--- config.mk ---
export PLATFORM = sky130hd
export DESIGN_NAME = alu_share_ctrl
export DESIGN_NICKNAME = d
export VERILOG_FILES = /design/src/rtl/alu_share_ctrl.sv
export SDC_FILE = /design/constraint.sdc
export NUM_CORES = 1
export LEC_CHECK = 0
export ABC_AREA = 1
export BUFFER_PORTS_ARGS = -buffer_cell sky130_fd_sc_hd__buf_2
export CORE_MARGIN = 4
export CORE_UTILIZATION = 30
export DETAILED_ROUTE_END_ITERATION = 8
export SYNTH_ARGS = -nofsm -noshare
export SYNTH_HDL_FRONTEND = slang
export SYNTH_SLANG_ARGS = --single-unit
--- constraint.sdc ---
create_clock -name clk -period 1.4 [get_ports clk]
set_clock_uncertainty 0.05 [all_clocks]
set_input_delay 0.07 -clock clk [delete_from_list [all_inputs] [get_ports clk]]
set_output_delay 0.07 -clock clk [all_outputs]
set_load 0.02 [all_outputs]
--- src/rtl/alu_share_ctrl.sv ---
// alu_share_ctrl: round-robin sequencer sharing one combinational ALU between two requesters
module alu_share_ctrl #(
  parameter int DW = 4,
  parameter int SW = 3,
  parameter int MAX_SEL = 4
) (
  input  logic          clk,
  input  logic          rst_n,
  input  logic          req0_valid,
  output logic          req0_ready,
  input  logic [DW-1:0] req0_a,
  input  logic [DW-1:0] req0_b,
  input  logic [SW-1:0] req0_sel,
  input  logic          req1_valid,
  output logic          req1_ready,
  input  logic [DW-1:0] req1_a,
  input  logic [DW-1:0] req1_b,
  input  logic [SW-1:0] req1_sel,
  output logic          rsp0_valid,
  input  logic          rsp0_ready,
  output logic          rsp1_valid,
  input  logic          rsp1_ready,
  output logic [DW-1:0] rsp_data,
  output logic          rsp_zero,
  output logic          rsp_err,
  output logic [DW-1:0] alu_a,
  output logic [DW-1:0] alu_b,
  output logic [SW-1:0] alu_sel,
  input  logic [DW-1:0] alu_out,
  output logic          busy
);
  typedef enum logic [1:0] {IDLE, EXEC, RESP} state_t;
  state_t state;
  logic [DW-1:0] a_q, b_q;
  logic [SW-1:0] sel_q;
  logic id_q, rr_ptr, gnt1, rsp_fire;
  always_comb begin
    gnt1 = req1_valid && (!req0_valid || rr_ptr);
    req0_ready = state == IDLE && req0_valid && !gnt1;
    req1_ready = state == IDLE && gnt1;
    rsp0_valid = state == RESP && !id_q;
    rsp1_valid = state == RESP && id_q;
    rsp_fire = id_q ? rsp1_valid && rsp1_ready : rsp0_valid && rsp0_ready;
    alu_a = state == EXEC ? a_q : '0;
    alu_b = state == EXEC ? b_q : '0;
    alu_sel = state == EXEC ? sel_q : '0;
    busy = state != IDLE;
  end
  always_ff @(posedge clk or negedge rst_n) begin
    if (!rst_n) begin
      state <= IDLE;
      a_q <= '0;
      b_q <= '0;
      sel_q <= '0;
      id_q <= 1'b0;
      rr_ptr <= 1'b0;
      rsp_data <= '0;
      rsp_zero <= 1'b0;
      rsp_err <= 1'b0;
    end else begin
      if (req0_ready || req1_ready) begin
        state <= EXEC;
        a_q <= gnt1 ? req1_a : req0_a;
        b_q <= gnt1 ? req1_b : req0_b;
        sel_q <= gnt1 ? req1_sel : req0_sel;
        id_q <= gnt1;
      end
      if (state == EXEC) begin
        state <= RESP;
        rsp_data <= alu_out;
        rsp_zero <= alu_out == '0;
        rsp_err <= sel_q > SW'(MAX_SEL);
      end
      if (rsp_fire) begin
        state <= IDLE;
        rr_ptr <= !id_q;
      end
    end
  end
endmodule

**Yosys cells after proc, flatten, opt, wreduce, memory -nomap -nowiden**

Index checks and enable logic that the tools add are counted.

- Bits in registers: 21
- Input bits: 32
- Output and inout port bits: 22

- $lt $le $gt $ge: 1
- Equality and inequality tests: 2
- Mux-type cells: 10
- Reductions and logical operators: 17

Operator list:

| kind | count |
|---|---|
| 4-bit two-way mux | 4 |
| 1-bit logical AND | 8 |
| 2-bit two-way mux | 3 |
| 3-bit two-way mux | 2 |
| 4-bit zero test | 1 |
| 3-bit > comparator (second input constant) | 1 |
| 1-bit zero test | 3 |
| 3-bit nonzero test | 1 |
| 2-bit by 1-bit equality test with 1-bit output (second input constant) | 1 |
| 2-bit equality test (second input constant) | 1 |
| 2-bit zero test | 1 |
| 1-bit logical OR | 2 |
| 2-bit nonzero test | 1 |
| 1-bit two-way mux | 1 |

**Longest topological paths before layout**

- Depth in word-level cells: 9
- Depth in mapped cells: 8

**Worst setup path before layout**

No wires, ideal clock.

- Kind: flip-flop to flip-flop
- From: register state[1]
- To: register state[1]
- Setup time: 0.122 ns
- Arrival time: 1.233 ns
- Setup slack: -0.006 ns
- Stages on the path, launching flop included: 6
- Path buffers: 0
- Cells stage by stage: dfrtp_1 -> inv_1 -> nor3_1 -> nand2_1 -> nand2_1 -> nor2_1

- Word-level cells in the longest chain between the ends: 5

RTL lines:

| element | line | source |
|---|---|---|
| start, declared | 33 | `state_t state;` |
| start signal, assigned | 51 | `state <= IDLE;` |
| start signal, assigned | 62 | `state <= EXEC;` |
| start signal, assigned | 69 | `state <= RESP;` |
| 2-bit equality test * | 41 | `rsp0_valid = state == RESP && !id_q;` |
| 1-bit logical AND * | 41 |  |
| net rsp0_valid | 19 | `output logic rsp0_valid,` |
| 1-bit logical AND * | 43 | `rsp_fire = id_q ? rsp1_valid && rsp1_ready : rsp0_valid && rsp0_ready;` |
| 1-bit two-way mux * | 43 |  |
| 3-bit nonzero test (no source line) / 2-bit two-way mux (equally long branches) | -- |  |

The timed path passes the listed nets; every way through them passes the cells marked *.
A chain may end at the register's enable or synchronous reset.

**Worst setup path after layout**

- From: register state[1]
- To: output port alu_b[2]

- Word-level cells in the longest chain between the ends: 2

RTL lines:

| element | line | source |
|---|---|---|
| 2-bit by 1-bit equality test with 1-bit output | 45 | `alu_b = state == EXEC ? b_q : '0;` |
| 4-bit two-way mux | 45 |  |
| end, declared | 27 | `output logic [DW-1:0] alu_b,` |

No other way between the ends.

==> results.txt <==
most common cell after layout, fill and taps aside: nand2_1
simple-gate area share of the yosys netlist: 42.73%
depth of the CTS H-tree: 1
DRC viols: 0
fin crit share: 102.1%
Yosys warnings: 0
Worst slew margin: 68.30%
crit path DAT: 1.31 ns
R2R depth: 6
filler cell count: 432
WP data required: 1.28 ns
largest net degree at the start of global routing: 22
Ant. Diodes: 0
grt total ovfl: 0
CTS sink count: 21
Initial Util: 30.97%
leak pwr: 0.9969 nW
Initial DRC Count: 29
die width: 72.26 µm
io pins: 54
PortBufs: 53
Final Util: 45.10%
Slew Viols, Final: 0
post-synthesis xor/xnor area fraction: 0%
wire length of the first global-routing pass: 5126 µm
dpl ws: 0.07787 ns
TritonCTS Buffers: 3
Synthesized Nets: 194
row count: 23
Crit Reg-Reg Startpoint: state[0]
met1 Use GR: 15.48%
violated checks: setup timing
most frequent cells in the layout: 60 x nand2_1, 41 x buf_2, 24 x nand3_1, 20 x dfrtp_1, 19 x inv_1
# Max-Cap Violations: 0
vias in the first global route: 1134
Final Hold Viols: 0
Setup CP Type: reg -> out
mapped cell area: 1239 µm²
post-synthesis mux area share: 0%
reg-to-reg critical path endpoint: b_q[3]
layout cells sized above 1: 41.41%
gr usage total: 12.45%
hold path endpoint: rsp_data[2]
Die Area: 5221 µm²
Max Root-Sink Buffers: 2
Compound-Gate Fraction of Synth Area: 3.030%
Seq cells post-synth: 21
GR Util met2: 20.93%
hold crit path type: in -> reg
critical hold path startpoint: alu_out[2]
DR pass1 iterations: 4
kind of end point of the critical path: output port
GR peak layer: met2
worst setup margin: -0.02879 ns
Final nets: 260
initial antenna violation count: 0
Setup TNS: -0.1286 ns
Max VDD drop: 0.8522 mV
CTS clock-pin slew for the worst setup and hold paths: 0.08 ns
clk root buf: clkbuf_8
gpl congestion: 0.8073
fmax: 699.9 MHz
post-route ant nets: 0
Least-Margin Pin Slew: 0.4755 ns
CP max FO: 6
flop-to-flop setup slack: 0.12 ns
RSZ-0062 raised after global routing: yes
met3 Use GR: 3.463%
TritonCTS clock tree: yes
wire per inst: 11.43 µm
Die Y: 72.26 µm
Syn Inst Count: 162
post-DP HPWL: 2330 µm
Hold Path Stages: 3
via count: 1226
post-synthesis adder-cell area fraction: 0%
Power Dens Cells: 1860 nW/µm²
minimum clock period: 1.429 ns
CP startpoint: state[1]
# setup viols final: 10
distinct cell type count after synthesis: 20
sequential fraction of the synthesis area: 42.42%
Avg Inst Size Synth: 7.646 µm²
combinational family with the most area after synthesis: simple AND/OR/NAND/NOR gates
Area Overhead vs Synth: 45.66%
Worst-Skew Late Latency: 0.26 ns
run status: finished, violations left
CORE AREA: 4000 µm²
Worst Setup Start Kind: flip-flop
Tot Pwr: 0.003356 W
Routed WL: 3165 µm
Via density: 4.426
-- report_power, final --
part	leakage [nW]	switching [W]	internal [W]
logic	0.713	0.00109	0.000793
clock network	0.0255	0.000205	0.000198
registers	0.258	0.000179	0.000890
-- synth_stat cells, drive strengths merged --
cell | n | area (µm²)
nand2 | 62 | 235.2
nand3 | 25 | 137.6
inv | 22 | 82.58
dfrtp | 21 | 525.5
nor2 | 14 | 137.6
buf | 8 | 63.81
o21ai | 5 | 25.02
a21oi | 1 | 5.000
and3 | 1 | 7.510
nand4 | 1 | 6.260
nor3 | 1 | 5.000
o21a | 1 | 7.510
-- cell families after synthesis --
logic type,count (synthesis)
AOI/OAI and AO/OA,7
and+or+nand+nor,104
buffers and inverters,30
DFF,21
-- what timing repair did --
item | CTS | global route
cloned | 1 | 0
hold endpoints to repair | 22 | 0
pin swaps | 3 | 2
setup endpoints to repair | 13 | 25
hold buffers | 2 | 0
buffers inserted | 8 | 1
gates resized for setup | 29 | 7
-- sequential cells by signal (all words and copies together) (netlist names) --
name,flops
id_q,1
sel_q,3
rsp_data,4
rsp_err,1
a_q,4
state,2
b_q,4
rr_ptr,1
rsp_zero,1
-- metrics by stage --
step | area, µm² | cells | hold WS, ns
2_1_floorplan | 1244 | 162 | -0.2756
3_3_place_gp | 1570 | 262 | 0.006543
3_5_place_dp | 1570 | 262 | 0.006258
4_1_cts | 1788 | 277 | 0.03334
5_1_grt | 1804 | 277 | 0.04847
6_report | 1804 | 277 | 0.02738
-- how the worst max path moves through the flow --
stage                 endpoint  depth (start not counted)
detailed placement    alu_b[2]                          6
floorplan           req0_ready                          4
global route        req0_ready                          5
finish                alu_b[2]                          5
CTS                 req1_ready                          6
global placement      alu_a[2]                          6
-- area by class of cell --
class | count | area, µm² | share of cell area (%)
Sequential cell | 21 | 526.8 | 29.20
Clock buffer | 3 | 41.29 | 2.288
Inverter | 22 | 87.58 | 4.854
Tap cell | 50 | 62.56 | 3.467
Multi-Input combinational cell | 111 | 590.6 | 32.73
Timing Repair inverter | 1 | 3.754 | 0.2080
Timing Repair Buffer | 68 | 486.7 | 26.98
Clock inverter | 1 | 5.005 | 0.2774
-- worst max-delay path, stage by stage, from the launching register on --
cell and delay, ns:
dfrtp_2 0.46, nor2_4 0.17, inv_6 0.07, buf_12 0.14, nor2_4 0.09, buf_6 0.12
-- per-layer routing --
layer	part of all wire, %	up-vias
met5	0	-
met1	44	562
met4	1.5	0
met2	50	31
met3	5.3	4
li1	-	629
Note: power is estimated with default switching activity, not from simulation.
